[src/rtl/destuff_pkg.sv]
// Shared constants and helpers for the CAN / CAN FD bit-destuffing unit.
//   RUN_LEN_DEF   : default equal-bit run length before a dynamic stuff bit
//   FIXED_LEN_DEF : default data bits between fixed stuff bits (FD CRC field)
//   CNT_W_DEF     : default width of the run / fixed counters
//   RECESSIVE     : idle bus level
//   gray3()       : 3-bit binary to Gray conversion
package destuff_pkg;

  localparam int unsigned RUN_LEN_DEF   = 5;
  localparam int unsigned FIXED_LEN_DEF = 4;
  localparam int unsigned CNT_W_DEF     = 3;
  localparam int unsigned GRAY_W        = 3;

  localparam logic RECESSIVE = 1'b1;

  // Reflected binary code: each step flips exactly one bit.
  function automatic logic [GRAY_W-1:0] gray3(input logic [GRAY_W-1:0] bin);
    return bin ^ {1'b0, bin[GRAY_W-1:1]};
  endfunction

endpackage

[src/rtl/destuff_gray_cnt.sv]
// Gray-coded modulo-8 counter of removed dynamic stuff bits.
// Ports:
//   clock  in   system clock
//   reset  in   synchronous active-low reset
//   i_inc  in   one-cycle increment request
//   o_gray out  registered Gray code of the count
//   o_par  out  registered even parity (XOR) of o_gray
module destuff_gray_cnt
  import destuff_pkg::*;
(
  input  logic              clock,
  input  logic              reset,
  input  logic              i_inc,
  output logic [GRAY_W-1:0] o_gray,
  output logic              o_par
);

  logic [GRAY_W-1:0] r_bin;
  logic [GRAY_W-1:0] r_gray;
  logic              r_par;
  logic [GRAY_W-1:0] w_bin_nxt;
  logic [GRAY_W-1:0] w_gray_nxt;

  // Gray code and parity are registered alongside the binary count.
  always_comb begin
    w_bin_nxt  = r_bin + GRAY_W'(1);
    w_gray_nxt = gray3(w_bin_nxt);
  end

  always_ff @(posedge clock) begin
    if (!reset) begin
      r_bin  <= '0;
      r_gray <= '0;
      r_par  <= 1'b0;
    end else if (i_inc) begin
      r_bin  <= w_bin_nxt;
      r_gray <= w_gray_nxt;
      r_par  <= ^w_gray_nxt;
    end
  end

  assign o_gray = r_gray;
  assign o_par  = r_par;

endmodule

[src/rtl/destuffing_fd.sv]
// CAN / CAN FD bit destuffing between bit timing and MACFSM.
// Removes dynamic stuff bits after RUN_LEN equal bits, removes fixed stuff
// bits every FIXED_LEN data bits in FD CRC mode, and flags stuff errors.
// Optional feature macro: DESTUFF_STUFF_COUNT_EN (Gray-coded stuff counter).
// Ports:
//   clock     in   system clock
//   reset     in   synchronous active-low reset
//   bitin     in   sampled bit
//   activ     in   sample enable; rising edge processes one bit
//   direct    in   bypass stuff handling
//   fixed     in   fixed-stuff mode (FD CRC field)
//   bitout    out  forwarded bit
//   valid     out  one-cycle strobe: bitout is a data bit
//   stuff     out  last processed bit was a removed stuff bit
//   stfer     out  sticky stuff error
//   stuff_cnt out  Gray-coded dynamic stuff count (000 without feature)
//   stuff_par out  parity of stuff_cnt (0 without feature)
module destuffing_fd
  import destuff_pkg::*;
#(
  parameter int unsigned RUN_LEN   = RUN_LEN_DEF,
  parameter int unsigned FIXED_LEN = FIXED_LEN_DEF,
  parameter int unsigned CNT_W     = CNT_W_DEF
) (
  input  logic              clock,
  input  logic              reset,
  input  logic              bitin,
  input  logic              activ,
  input  logic              direct,
  input  logic              fixed,
  output logic              bitout,
  output logic              valid,
  output logic              stuff,
  output logic              stfer,
  output logic [GRAY_W-1:0] stuff_cnt,
  output logic              stuff_par
);

  logic [CNT_W-1:0] r_count;
  logic [CNT_W-1:0] r_fcnt;
  logic             r_buff;
  logic             r_edged;
  logic             r_bitout;
  logic             r_valid;
  logic             r_stuff;
  logic             r_stfer;

  logic [CNT_W-1:0] w_count;
  logic [CNT_W-1:0] w_fcnt;
  logic             w_buff;
  logic             w_bitout;
  logic             w_valid;
  logic             w_stuff;
  logic             w_stfer;
  logic             w_event;
  logic             w_run_full;

  // One bit is processed on the first clock of each activ high period.
  assign w_event    = activ & ~r_edged;
  assign w_run_full = (r_count == CNT_W'(RUN_LEN));

  // Next-state: the inactive mode's counter is held at zero every clock.
  always_comb begin
    w_count  = fixed ? '0 : r_count;
    w_fcnt   = fixed ? r_fcnt : '0;
    w_buff   = r_buff;
    w_bitout = r_bitout;
    w_valid  = 1'b0;
    w_stuff  = r_stuff;
    w_stfer  = r_stfer;

    if (w_event) begin
      w_bitout = bitin;
      if (direct) begin
        w_valid = 1'b1;
        w_stuff = 1'b0;
      end else if (fixed) begin
        if (r_fcnt == '0) begin
          // Fixed stuff bit must be the complement of the last data bit.
          w_valid = 1'b0;
          w_fcnt  = CNT_W'(FIXED_LEN);
          if (bitin != r_buff) begin
            w_stuff = 1'b1;
            w_buff  = bitin;
          end else begin
            w_stfer = 1'b1;
            w_stuff = 1'b0;
          end
        end else begin
          w_valid = 1'b1;
          w_stuff = 1'b0;
          w_buff  = bitin;
          w_fcnt  = r_fcnt - CNT_W'(1);
        end
      end else begin
        if (r_count == '0) begin
          w_buff  = bitin;
          w_count = CNT_W'(1);
          w_valid = 1'b1;
          w_stuff = 1'b0;
        end else if (w_run_full) begin
          w_valid = 1'b0;
          if (bitin != r_buff) begin
            // Stuff bit starts the next run as its first bit.
            w_stuff = 1'b1;
            w_buff  = bitin;
            w_count = CNT_W'(1);
          end else begin
            w_stfer = 1'b1;
            w_stuff = 1'b0;
            w_count = '0;
          end
        end else if (bitin != r_buff) begin
          w_buff  = bitin;
          w_count = CNT_W'(1);
          w_valid = 1'b1;
          w_stuff = 1'b0;
        end else begin
          w_count = r_count + CNT_W'(1);
          w_valid = 1'b1;
          w_stuff = 1'b0;
        end
      end
    end
  end

  always_ff @(posedge clock) begin
    if (!reset) begin
      r_count  <= '0;
      r_fcnt   <= '0;
      r_buff   <= RECESSIVE;
      r_edged  <= 1'b0;
      r_bitout <= RECESSIVE;
      r_valid  <= 1'b0;
      r_stuff  <= 1'b0;
      r_stfer  <= 1'b0;
    end else begin
      r_count  <= w_count;
      r_fcnt   <= w_fcnt;
      r_buff   <= w_buff;
      r_edged  <= activ;
      r_bitout <= w_bitout;
      r_valid  <= w_valid;
      r_stuff  <= w_stuff;
      r_stfer  <= w_stfer;
    end
  end

  assign bitout = r_bitout;
  assign valid  = r_valid;
  assign stuff  = r_stuff;
  assign stfer  = r_stfer;

`ifdef DESTUFF_STUFF_COUNT_EN
  logic w_dyn_stuff;

  // Only dynamic stuff bits are counted; fixed and direct bits are not.
  assign w_dyn_stuff = w_event & ~direct & ~fixed & w_run_full & (bitin != r_buff);

  destuff_gray_cnt u_gray_cnt (
    .clock  (clock),
    .reset  (reset),
    .i_inc  (w_dyn_stuff),
    .o_gray (stuff_cnt),
    .o_par  (stuff_par)
  );
`else
  assign stuff_cnt = '0;
  assign stuff_par = 1'b0;
`endif

endmodule

[config.mk]
export PLATFORM = sky130hd
export DESIGN_NAME = destuffing_fd
export DESIGN_NICKNAME = d
export VERILOG_FILES = /design/src/rtl/destuff_pkg.sv /design/src/rtl/destuff_gray_cnt.sv /design/src/rtl/destuffing_fd.sv
export SDC_FILE = /design/constraint.sdc
export NUM_CORES = 1
export LEC_CHECK = 0
export CAP_MARGIN = 0
export CORE_AREA = 2 2 39 41
export DETAILED_ROUTE_END_ITERATION = 8
export DIE_AREA = 0 0 41 43
export DONT_BUFFER_PORTS = 1
export PLACE_DENSITY = 0.65
export SYNTH_ARGS = -nofsm -noshare
export SYNTH_HDL_FRONTEND = slang
export SYNTH_SLANG_ARGS = --single-unit
[constraint.sdc]
create_clock -name clock -period 3.75 [get_ports clock]
set_input_delay 0.1875 -clock clock [delete_from_list [all_inputs] [get_ports clock]]
set_output_delay 0.1875 -clock clock [all_outputs]
set_load 0.02 [all_outputs]
# == Yosys cells after proc, flatten, opt, wreduce, memory -nomap -nowiden ==
# Index checks and enable logic that the tools add are counted.
# classes
add_sub_neg,2
eq_ne,4
muxes,33
bitwise_logic,3
n_reduce_logical,6
# op_table
operator,count
2-to-1 mux 3 bit,12
2-to-1 mux 1 bit,21
logical NOT 3 bit,2
AND reduction 5 bit,1
AND reduction 2 bit,2
"adder 3 x 1 -> 3 bit, second input constant",1
"== test 3 bit, second input constant",1
"subtractor 3 x 1 -> 3 bit, second input constant",1
"inequality test 2 x 1 -> 1 bit, second input constant",1
"inequality test 2 bit, second input constant",1
NOT 1 bit,2
nonzero test 2 bit,1
bitwise AND 1 bit,1
inequality test 1 bit,1
# word_totals
ff_bits,12
input_bits,6
output_inout_bits,8
word_cells,56

# == Longest topological paths before layout ==
# Gate-level depths: netlist (run 1).
# depth
ltp_word,7
mapped_depth,5
depth_no_buf,5

# == Worst setup path after synthesis (run 1) ==
# Ideal clock, no wire load.
# synth_timing
path_type,register -> register
start,reg r_edged
end,reg r_fcnt[1]
setup_time_ns,0.070
t_arrival_ns,1.275
required_ns,3.680
path_slack_ns,2.406
stages_incl_launch_ff,5
path_buffers,1
synth_period_minus_slack_ns,1.344
cell_sequence,dfxtp_1 or3b_1 clkbuf_2 or4_1 a21oi_1
# synth_via
elab_chain_cells,3
# synth_lines
item,line,source
"start, declared",destuffing_fd.sv:42,logic r_edged;
"start signal, assigned",destuffing_fd.sv:141,r_edged <= activ;
NOT 1 bit,destuffing_fd.sv:59,assign w_event = activ & ~r_edged;
bitwise AND 1 bit,destuffing_fd.sv:59,
2-to-1 mux 3 bit,destuffing_fd.sv:72,if (w_event) begin
"end signal, assigned",destuffing_fd.sv:139,r_fcnt <= w_fcnt;
"end, declared",destuffing_fd.sv:40,logic [CNT_W-1:0] r_fcnt;
# Every way passes these cells.
# A chain may end at the register's enable or synchronous reset.

# == Worst setup path after layout (run 1) ==
# Ends and elaborated chain as after synthesis.

==> results of run 1 <==
-- layer usage --
layer  part of all wire  track usage
met4              0.019       0.0800
met5                  0            0
met2               0.45        0.231
met1               0.49        0.242
met3              0.040       0.0524
-- critical path, cell delays in order (launching register included) --
cell and delay [ns]:
sky130_fd_sc_hd__dfxtp_1 0.33, sky130_fd_sc_hd__or3b_1 0.47, sky130_fd_sc_hd__or4_1 0.43, sky130_fd_sc_hd__a21oi_1 0.13
-- how the worst max path moves through the flow --
stage	from	endpoint	cells past startpoint	slack (ns)
global placement	r_edged	r_fcnt[1]	3	2.36
detailed placement	r_edged	r_fcnt[1]	3	2.33
CTS	r_edged	r_fcnt[1]	3	2.31
floorplan	r_edged	r_fcnt[1]	4	2.41
finish	r_edged	r_fcnt[1]	3	2.33
global route	r_edged	r_fcnt[1]	3	2.25
-- cell families after synthesis --
group,count (synthesis),share of synthesized area
simple gates,31,0.265
compound gates,16,0.163
flops,12,0.359
buf+inv,10,0.0804
fa+ha+maj,6,0.112
mux,1,0.0150
other cells,1,0.00560
-- report_power, final --
| part | switching (W) | internal [W] |
|---|---|---|
| logic | 0.0000145 | 0.0000111 |
| clock network | 0.0000420 | 0.0000372 |
| registers | 0.00000508 | 0.000131 |
| total | 0.0000616 | 0.000180 |
-- layout by cell type, fill, tap and decap left out, types with 2 or more instances in the layout --
cell type / n
sky130_fd_sc_hd__ha_1: 6
sky130_fd_sc_hd__nand2_1: 8
sky130_fd_sc_hd__a21boi_0: 2
sky130_fd_sc_hd__o21a_1: 2
sky130_fd_sc_hd__or3_1: 2
sky130_fd_sc_hd__nor2_1: 5
sky130_fd_sc_hd__a211oi_1: 2
sky130_fd_sc_hd__inv_1: 4
sky130_fd_sc_hd__nand2b_1: 3
sky130_fd_sc_hd__a21oi_1: 4
sky130_fd_sc_hd__clkbuf_4: 3
sky130_fd_sc_hd__nor3b_1: 2
sky130_fd_sc_hd__nor2b_1: 3
sky130_fd_sc_hd__o21ai_0: 2
sky130_fd_sc_hd__conb_1: 4
sky130_fd_sc_hd__dfxtp_1: 12
-- sequential cells by signal (all words and copies together), names as in the netlist --
register  count
r_count       3
r_buff        1
r_fcnt        3
stfer         1
stuff         1
bitout        1
valid         1
r_edged       1
-- final cells by class --
cell class                      instances  area, um^2
Multi-Input combinational cell         58         387
Fill cell                             132         689
Inverter                                4        15.0
Sequential cell                        12         240
Tap cell                               16        20.0
Timing Repair Buffer                    1        10.0
Clock buffer                            3        22.5
-- per-stage QoR --
step | std cells | total power, W | utilization
finish | 94 | 0.000241 | 0.502
detailed placement | 90 | 0.000164 | 0.478
global placement | 90 | 0.000163 | 0.478
global route | 94 | 0.000253 | 0.502
floorplan | 80 | 0.000164 | -
CTS | 94 | 0.000243 | 0.502
-- timing repair --
action / 4_1_cts / 5_1_grt
hold buffers: 1 / 0
hold endpoints to repair: 1 / 0
resized for setup: 0 / 0
==> out/summary.json, run 1 <==
{
  "run": {
    "max_cap_violations": 0
  },
  "cells_and_area": {
    "relative_area_change_from_synthesis_to_final_layout_pct": 3.74,
    "stdcell_area_um2": 694,
    "finalNetCount": 92,
    "insertedDiodeCount": 0,
    "final_layout_size_suffix_gt1_frac": 0.0641
  },
  "sta": {
    "rsz_0062_raised_after_global_routing": "no",
    "post-route-period-util": 0.380,
    "max_freq_mhz": 702,
    "finalSetupViolCount": 0,
    "slew_violations": 0,
    "fin_hold_ws_ns": 0.0121,
    "skew_ns": 0.00328,
    "setup-tns-final_ns": 0,
    "final.setup.worst_slack_ns": 2.33,
    "worst_slew_pin_slew_ns": 0.565,
    "finalCriticalPeriod_ns": 1.42,
    "worst_slew_margin_rel": 0.623,
    "report.final.hold_viol_count": 0
  },
  "floorplanning": {
    "row_count": 14,
    "placeableCoreArea_mm2": 0.00138,
    "floorplan.initialDensity": 0.484,
    "dieWidth_um": 41,
    "die_y_um": 43,
    "ioPinCount": 14,
    "fp.dieArea_mm2": 0.00176
  },
  "worst_hold_path": {
    "hold_end": "r_buff",
    "worstHoldPathType": "in2reg",
    "worst_hold_path.num_cells": 1,
    "hold_path_startpoint": "reset"
  },
  "power_and_ir_drop": {
    "power.density_mw_per_mm2": 347,
    "p_leak_nw": 0.286,
    "vdd_drop_max_mv": 0.226
  },
  "synth": {
    "yosys.area.top_type": "sky130_fd_sc_hd__dfxtp_1",
    "async_set_or_reset_flop_fraction_in_the_synthesized_netlist": 0,
    "synth.top_cell.area_share": 0.359,
    "yosysWarnings": 0,
    "post_synth_main_area_contributors": "sky130_fd_sc_hd__dfxtp_1, sky130_fd_sc_hd__ha_1, sky130_fd_sc_hd__buf_4",
    "yosysMostFrequentCell": "sky130_fd_sc_hd__dfxtp_1",
    "ys_seq_elements": 12,
    "yosys.cell_types.count": 31,
    "syn_avg_cell_area_um2": 8.69,
    "synth_flop_cell": "sky130_fd_sc_hd__dfxtp_1",
    "synth_area_um2": 669,
    "number_of_enable_flip_flop_cells_after_synthesis": 0,
    "postSynthCellCount": 77,
    "synth_commonest_cells": "sky130_fd_sc_hd__dfxtp_1, sky130_fd_sc_hd__nand2_1, sky130_fd_sc_hd__ha_1",
    "yosysSeqAreaShare": 0.359
  },
  "place": {
    "placedInstanceArea_um2": 662,
    "port_buffers": 0,
    "gpl.final_weighted_congestion": 0.792,
    "pre_cts_slack_ns": 2.33,
    "dp_hpwl_um": 906
  },
  "global_routing": {
    "grt_max_degree": 10,
    "grt_pass1_wl_um": 2030,
    "antenna_found_initial": 0,
    "number_of_global_route_vias_before_repair": 476,
    "gr-usage-all-layers": 0.172,
    "globalRouteOverflowTotal": 0
  },
  "run_status": {
    "status": "complete, no violations"
  },
  "critical_path": {
    "arrival_time_reported_for_the_critical_path_endpoint_ns": 1.63,
    "worst-r2r-setup-slack_ns": 2.33,
    "critPathRequiredTime_ns": 3.96,
    "criticalPathCategory": "reg2reg",
    "worst-path-max-fanout": 8,
    "r2r-start": "r_edged",
    "r2r_cells": 3,
    "worst_r2r_endpoint": "r_fcnt[1]",
    "cp-start-kind": "register",
    "worstSetupEndpointType": "register"
  },
  "cts": {
    "ctsHtreeMaxLevel": 1,
    "max-clock-path-buffers": 2,
    "clkTransAtPathRegs_ns": 0.07,
    "tritoncts": "built",
    "tritoncts.num_buffers": 3,
    "postCtsSetupBuffers": 0,
    "clk_root_buffer_cell": "sky130_fd_sc_hd__clkbuf_4",
    "clk_latency_ns": 0.27,
    "clkSinkCount": 12
  },
  "detailed_routing": {
    "num_vias": 511,
    "drt_iter0_drc": 14,
    "detail-route-antenna-nets": 0,
    "drt_pass1_iterations": 4,
    "post-route-drc-count": 0,
    "detail_route.wl_per_cell_um": 12.9,
    "via_per_inst": 5.44,
    "totalWireLength_um": 1210
  }
}
Power figures use the tool's default switching activity.
==> inputs of run 2 (changes only) <==
--- a/config.mk
+++ b/config.mk
@@ -10,7 +10,7 @@
 export DETAILED_ROUTE_END_ITERATION = 8
 export DIE_AREA = 0 0 41 43
 export DONT_BUFFER_PORTS = 1
-export PLACE_DENSITY = 0.65
+export PLACE_DENSITY = 0.68
 export SYNTH_ARGS = -nofsm -noshare
 export SYNTH_HDL_FRONTEND = slang
 export SYNTH_SLANG_ARGS = --single-unit
==> constraint.sdc (replaced) <==
create_clock -name clock -period 1.3 [get_ports clock]
set_input_delay 0.065 -clock clock [delete_from_list [all_inputs] [get_ports clock]]
set_output_delay 0.065 -clock clock [all_outputs]
set_load 0.02 [all_outputs]
==> out/summary.json, run 2 (synthesis gave the netlist of run 1 again) <==
{
  "cts": {
    "clk_root_buffer_cell": "sky130_fd_sc_hd__clkbuf_4",
    "postCtsSetupBuffers": {"value": 0, "change": "unchanged"},
    "ctsHtreeMaxLevel": {"value": 1, "change": "unchanged"},
    "clk_latency": {"value": 0.28, "unit": "ns", "change": "about the same"},
    "clkSinkCount": {"value": 12, "change": "unchanged"},
    "tritoncts.num_buffers": {"value": 3, "change": "unchanged"},
    "tritoncts": "built",
    "max-clock-path-buffers": {"value": 2, "change": "unchanged"},
    "clkTransAtPathRegs": {"value": 0.07, "unit": "ns", "change": "about the same"}
  },
  "critical_path": {
    "slowest_cell_delay_on_critical_path": {"value": 0.41, "unit": "ns", "change": "-0.06 ns"},
    "worst-path-max-fanout": {"value": 4, "change": "-4"},
    "worst_r2r_endpoint": "r_fcnt[1]",
    "cp_slowest_cell": "sky130_fd_sc_hd__or4_4",
    "r2r-start": "r_edged",
    "path_delay_family": "simple AND/OR/NAND/NOR gates",
    "timing.critical_path.buf_inv": {"value": 0, "change": "unchanged"},
    "cp-start-kind": "register",
    "r2r_cells": {"value": 3, "change": "unchanged"},
    "worstPathCellList": "or3b_4 -> or4_4 -> a21oi_1",
    "worst-r2r-setup-slack": {"value": -0.02, "unit": "ns", "change": "-2.34 ns"},
    "arrival_time_reported_for_the_critical_path_endpoint": {"value": 1.54, "unit": "ns", "change": "-0.09 ns"},
    "criticalPathCategory": "reg2reg",
    "worstSetupEndpointType": "register",
    "critPathRequiredTime": {"value": 1.52, "unit": "ns", "change": "-2.44 ns"}
  },
  "floorplanning": {
    "die_y": {"value": 43, "unit": "um", "change": "unchanged"},
    "dieWidth": {"value": 41, "unit": "um", "change": "unchanged"},
    "floorplan.initialDensity": {"value": 0.484, "change": "unchanged"},
    "ioPinCount": {"value": 14, "change": "unchanged"},
    "row_count": {"value": 14, "change": "unchanged"},
    "placeableCoreArea": {"value": 0.00138, "unit": "mm^2", "change": "unchanged"},
    "fp.dieArea": {"value": 0.00176, "unit": "mm^2", "change": "unchanged"}
  },
  "run_status": {
    "status": "finished, violations left",
    "violated_checks": "negative setup slack"
  },
  "detailed_routing": {
    "via_per_inst": {"value": 5.53, "change": "+1.8%"},
    "drt_pass1_iterations": {"value": 4, "change": "unchanged"},
    "totalWireLength": {"value": 1400, "unit": "um", "change": "+16%"},
    "drt_iter0_drc": {"value": 9, "change": "-5"},
    "num_vias": {"value": 581, "change": "+14%"},
    "post-route-drc-count": {"value": 0, "change": "unchanged"},
    "detail-route-antenna-nets": {"value": 0, "change": "unchanged"},
    "detail_route.wl_per_cell": {"value": 13.4, "unit": "um", "change": "+3.5%"}
  },
  "cells_and_area": {
    "insertedDiodeCount": {"value": 0, "change": "unchanged"},
    "filler_cells": {"value": 127, "change": "-3.8%"},
    "final-instance-count-excl-fill": {"value": 105, "change": "+12%"},
    "relative_area_change_from_synthesis_to_final_layout_pct": 23.4,
    "finalNetCount": {"value": 102, "change": "+11%"},
    "stdcell_area": {"value": 826, "unit": "um^2", "change": "+19%"},
    "mostFrequentLayoutCells": "sky130_fd_sc_hd__nand2_1, sky130_fd_sc_hd__dfxtp_1, sky130_fd_sc_hd__buf_4",
    "largestRegisters": "r_count: 3 flops, r_fcnt: 3 flops",
    "final_layout_size_suffix_gt1_frac": {"value": 0.247, "change": "+0.183"}
  },
  "power_and_ir_drop": {
    "vdd_drop_max": {"value": 0.684, "unit": "mV", "change": "+200%"},
    "power.total": {"value": 0.000813, "unit": "W", "change": "+240%"},
    "power.density": {"value": 984, "unit": "mW/mm^2", "change": "+180%"},
    "p_leak": {"value": 0.341, "unit": "nW", "change": "+19%"}
  },
  "worst_hold_path": {
    "worst_hold_path.num_cells": {"value": 2, "change": "+1"},
    "hold_end": "r_buff",
    "hold_path_startpoint": "fixed",
    "worstHoldPathType": "in2reg"
  },
  "global_routing": {
    "grt_max_degree": {"value": 10, "change": "unchanged"},
    "gr-usage-all-layers": {"value": 0.210, "change": "+0.0386"},
    "grt_pass1_wl": {"value": 2390, "unit": "um", "change": "+18%"},
    "number_of_global_route_vias_before_repair": {"value": 579, "change": "+22%"},
    "antenna_found_initial": {"value": 0, "change": "unchanged"},
    "globalRouteOverflowTotal": {"value": 0, "change": "unchanged"}
  },
  "sta": {
    "skew": {"value": 0.00142, "unit": "ns", "change": "-0.00186 ns"},
    "slew_violations": {"value": 0, "change": "unchanged"},
    "setup-tns-final": {"value": -0.0158, "unit": "ns", "change": "-0.0158 ns"},
    "max_freq": {"value": 760, "unit": "MHz", "change": "+8.2%"},
    "final.setup.worst_slack": {"value": -0.0158, "unit": "ns", "change": "-2.34 ns"},
    "finalSetupViolCount": {"value": 1, "change": "+1"},
    "post-route-period-util": {"value": 1.01, "change": "+0.632"},
    "rsz_0062_raised_after_global_routing": "yes",
    "report.final.hold_viol_count": {"value": 0, "change": "unchanged"},
    "finalCriticalPeriod": {"value": 1.32, "unit": "ns", "change": "-0.108 ns"}
  },
  "place": {
    "port_buffers": {"value": 0, "change": "unchanged"},
    "pre_cts_slack": {"value": -0.0203, "unit": "ns", "change": "-2.35 ns"},
    "dp_hpwl": {"value": 897, "unit": "um", "change": "-0.96%"},
    "gpl.final_weighted_congestion": {"value": 0.744, "change": "-6.1%"},
    "dp_cells": {"value": 96, "change": "+6.7%"},
    "placedInstanceArea": {"value": 707, "unit": "um^2", "change": "+6.8%"}
  },
  "run": {
    "max_cap_violations": {"value": 0, "change": "unchanged"}
  }
}
==> run 2: changes by cell type in the layout (fill, tap and decap cells not counted), sizes merged <==
cell         before  now
dlygate4sd3       1    5
clkbuf            3    4
buf               0    6
==> run 2: worst max-delay path by stage <==
stage / start / to / slack [ns] / depth (start not counted)
finish: r_edged / r_fcnt[1] / -0.02 / 3
global route: r_edged / r_fcnt[1] / -0.06 / 3
global placement: r_edged / r_buff / -0.04 / 3
CTS: r_edged / r_fcnt[1] / 0.004 / 3
floorplan: r_edged / r_fcnt[1] / -0.04 / 4
detailed placement: r_buff / stfer / -0.02 / 5
==> run 2: area by class of cell <==
type	instances	area, um^2	share of cell area
tap	16	20.0	0.0242
clock buffer	4	36.3	0.0439
multi-input combinational	58	414	0.502
sequential	12	245	0.297
timing repair buffer	11	95.1	0.115
inverter	4	15.0	0.0182
==> run 2: stage by stage <==
stage / utilization / hold WS (ns)
after floorplan: - / 0.192
final: 0.597 / 0.0325
after global routing: 0.597 / 0.0435
after global placement: 0.511 / 0.129
after detailed placement: 0.511 / 0.133
after CTS: 0.586 / 0.0578
==> run 2: layer usage <==
layer | vias up | wire (um) | global-route usage
li1 | 284 | - | -
met1 | 276 | 581 | 0.226
met2 | 15 | 692 | 0.306
met3 | 6 | 81 | 0.0838
met4 | 0 | 46 | 0.167
met5 | - | 0 | 0
==> run 2: report_power, final <==
| part | internal (W) | total, W | switching [W] |
|---|---|---|---|
| clock network | 0.000171 | 0.000304 | 0.000134 |
| registers | 0.000380 | 0.000393 | 0.0000136 |
| logic | 0.0000572 | 0.000115 | 0.0000577 |
| total | 0.000608 | 0.000813 | 0.000205 |
==> run 2: what timing repair did <==
action | in CTS | in global routing
pin swaps | 1 | 3
endpoints found under the setup margin | 3 | 8
hold buffers | 5 | 0
resized for setup | 4 | 9
hold endpoints to repair | 12 | 0
==> inputs of run 3 (changes only) <==
--- a/config.mk
+++ b/config.mk
@@ -6,11 +6,11 @@
 export NUM_CORES = 1
 export LEC_CHECK = 0
 export CAP_MARGIN = 0
-export CORE_AREA = 2 2 39 41
+export CORE_MARGIN = 2
+export CORE_UTILIZATION = 45
 export DETAILED_ROUTE_END_ITERATION = 8
-export DIE_AREA = 0 0 41 43
 export DONT_BUFFER_PORTS = 1
-export PLACE_DENSITY = 0.68
+export PLACE_DENSITY_LB_ADDON = 0.15
 export SYNTH_ARGS = -nofsm -noshare
 export SYNTH_HDL_FRONTEND = slang
 export SYNTH_SLANG_ARGS = --single-unit
==> out/summary.json, run 3 (synthesis gave the netlist of run 1 again) <==
{
  "global_routing": {
    "globalRouteOverflowTotal": {"value": 0, "change": "unchanged"},
    "antenna_found_initial": {"value": 0, "change": "unchanged"},
    "number_of_global_route_vias_before_repair": {"value": 554, "change": "-4.3%"},
    "gr-usage-all-layers": {"value": 0.166, "change": "-0.0439"},
    "grt_max_degree": {"value": 10, "change": "unchanged"},
    "grt_pass1_wl": {"value": 2250, "unit": "um", "change": "-5.8%"}
  },
  "cells_and_area": {
    "filler_cells": {"value": 118, "change": "-7.1%"},
    "final-instance-count-excl-fill": {"value": 106, "change": "+0.95%"},
    "stdcell_area": {"value": 860, "unit": "um^2", "change": "+4.1%"},
    "relative_area_change_from_synthesis_to_final_layout_pct": 28.4,
    "largestRegisters": "r_count: 3 flops, r_fcnt: 3 flops",
    "final_layout_size_suffix_gt1_frac": {"value": 0.286, "change": "+0.0385"},
    "final_core_utilization": {"value": 0.637, "change": "+0.0400"},
    "total_area_of_multi_input_combinational_cells": {"value": 433, "unit": "um^2", "change": "+4.5%"},
    "area_used_by_sequential_logic_in_the_layout": {"value": 245, "unit": "um^2", "change": "unchanged"},
    "finalNetCount": {"value": 105, "change": "+2.9%"},
    "mostFrequentLayoutCells": "sky130_fd_sc_hd__dfxtp_1, sky130_fd_sc_hd__dlygate4sd3_1, sky130_fd_sc_hd__nand2_1",
    "insertedDiodeCount": {"value": 0, "change": "unchanged"}
  },
  "floorplanning": {
    "floorplan.initialDensity": {"value": 0.496, "change": "+0.0121"},
    "row_count": {"value": 13, "change": "-1"},
    "placeableCoreArea": {"value": 0.00135, "unit": "mm^2", "change": "-2.4%"},
    "die_y": {"value": 42.6, "unit": "um", "change": "-1.0%"},
    "ioPinCount": {"value": 14, "change": "unchanged"},
    "fp.dieArea": {"value": 0.00181, "unit": "mm^2", "change": "+2.8%"},
    "dieWidth": {"value": 42.6, "unit": "um", "change": "+3.8%"}
  },
  "sta": {
    "rsz_0062_raised_after_global_routing": "yes",
    "skew": {"value": 0.00526, "unit": "ns", "change": "+0.00384 ns"},
    "max_freq": {"value": 764, "unit": "MHz", "change": "+0.49%"},
    "final.setup.worst_slack": {"value": -0.00937, "unit": "ns", "change": "+0.00647 ns"},
    "finalSetupViolCount": {"value": 1, "change": "unchanged"},
    "report.final.hold_viol_count": {"value": 0, "change": "unchanged"},
    "post-route-period-util": {"value": 1.01, "change": "-0.00498"},
    "finalCriticalPeriod": {"value": 1.31, "unit": "ns", "change": "-0.00647 ns"},
    "slew_violations": {"value": 0, "change": "unchanged"},
    "fin_hold_ws": {"value": 0.0264, "unit": "ns", "change": "-0.00615 ns"}
  },
  "detailed_routing": {
    "met3_wirelength": {"value": 84, "unit": "um", "change": "+3.7%"},
    "drt_pass1_iterations": {"value": 4, "change": "unchanged"},
    "detail_route.wirelength.met1": {"value": 621, "unit": "um", "change": "+6.9%"},
    "met2_length": {"value": 669, "unit": "um", "change": "-3.3%"},
    "via_per_inst": {"value": 5.47, "change": "-1.1%"},
    "topRoutingLayerUsed": "met4",
    "detail_route.wl_per_cell": {"value": 13.1, "unit": "um", "change": "-2.1%"},
    "detail-route-antenna-nets": {"value": 0, "change": "unchanged"},
    "post-route-drc-count": {"value": 0, "change": "unchanged"},
    "num_vias": {"value": 580, "change": "-0.17%"},
    "drt_iter0_drc": {"value": 12, "change": "+3"},
    "totalWireLength": {"value": 1390, "unit": "um", "change": "-1.1%"}
  },
  "place": {
    "dp_cells": {"value": 94, "change": "-2.1%"},
    "dp_hpwl": {"value": 906, "unit": "um", "change": "+0.91%"},
    "port_buffers": {"value": 0, "change": "unchanged"},
    "placedInstanceArea": {"value": 698, "unit": "um^2", "change": "-1.2%"},
    "gpl.final_weighted_congestion": {"value": 0.813, "change": "+9.3%"}
  },
  "cts": {
    "ctsHtreeMaxLevel": {"value": 1, "change": "unchanged"},
    "max-clock-path-buffers": {"value": 2, "change": "unchanged"},
    "tritoncts.num_buffers": {"value": 3, "change": "unchanged"},
    "clk_root_buffer_cell": "sky130_fd_sc_hd__clkbuf_4",
    "clk_latency": {"value": 0.27, "unit": "ns", "change": "about the same"},
    "tritoncts": "built",
    "clkSinkCount": {"value": 12, "change": "unchanged"},
    "clkTransAtPathRegs": {"value": 0.07, "unit": "ns", "change": "about the same"}
  },
  "critical_path": {
    "worst-path-max-fanout": {"value": 3, "change": "-1"},
    "worstSetupEndpointType": "register",
    "arrival_time_reported_for_the_critical_path_endpoint": {"value": 1.51, "unit": "ns", "change": "-0.03 ns"},
    "criticalPathCategory": "reg2reg",
    "cp-start-kind": "register",
    "worst-r2r-setup-slack": {"value": -0.009, "unit": "ns", "change": "about the same"},
    "critPathRequiredTime": {"value": 1.50, "unit": "ns", "change": "-0.02 ns"}
  },
  "power_and_ir_drop": {
    "power.total": {"value": 0.000739, "unit": "W", "change": "-9.1%"},
    "p_leak": {"value": 0.341, "unit": "nW", "change": "+0.13%"},
    "vdd_drop_max": {"value": 0.499, "unit": "mV", "change": "-27%"},
    "power.density": {"value": 860, "unit": "mW/mm^2", "change": "-13%"}
  },
  "run_status": {
    "violated_checks": "negative setup slack",
    "status": "finished, violations left"
  },
  "worst_hold_path": {
    "worstHoldPathType": "in2reg"
  },
  "run": {
    "max_cap_violations": {"value": 0, "change": "unchanged"}
  }
}
-- run 3: cell types whose count changed in the layout (fill, tap and decap cells not counted), sizes merged --
| cell | before | now |
|---|---|---|
| clkbuf | 4 | 3 |
| dlygate4sd3 | 5 | 8 |
-- run 3: final timing paths --
check,startpoint,end,depth (start not counted)
max,r_edged,r_fcnt[1],3
min,fixed,r_count[1],3
max reg2reg,r_edged,r_fcnt[1],3
min reg2reg,r_fcnt[0],r_fcnt[0],2
-- run 3: cell type report --
class                   instances  area share
clock buffers                   3      0.0262
inverters                       4      0.0175
multi-input cells              58       0.504
flip-flops and latches         12       0.285
well taps                      15      0.0218
repair buffers                 14       0.146
-- run 3: per-layer routing --
layer | track usage | up-vias
li1 | - | 294
met1 | 0.203 | 263
met2 | 0.243 | 21
met3 | 0.0733 | 2
met4 | 0.0875 | 0
met5 | 0 | -
-- run 3: worst max-delay path, cell delays in order, from the launching register on --
cell                      delay [ns]
sky130_fd_sc_hd__dfxtp_2        0.32
sky130_fd_sc_hd__or3b_4         0.38
sky130_fd_sc_hd__or4_4          0.42
sky130_fd_sc_hd__a21oi_2        0.13
-- run 3: through the flow --
step | worst slack [ns] | TNS [ns]
finish | -0.00937 | -0.00937
global route | -0.0395 | -0.0940
CTS | -0.00855 | -0.00855
detailed placement | -0.0277 | -0.0486
global placement | -0.0274 | -0.0274
floorplan | -0.0444 | -0.0444
-- run 3: what timing repair did --
action / in CTS / in global routing
pin swaps: 1 / 3
endpoints found under the hold margin: 12 / 8
buffers inserted: 0 / 1
hold buffers: 4 / 4
resized for setup: 3 / 14
setup endpoints to repair: 3 / 4
-- run 3: where the power goes --
part	switching (W)	leakage (nW)	internal, W
clock network	0.000116	0.0138	0.000107
registers	0.0000133	0.0986	0.000380
logic	0.0000586	0.229	0.0000639
total	0.000188	0.341	0.000551
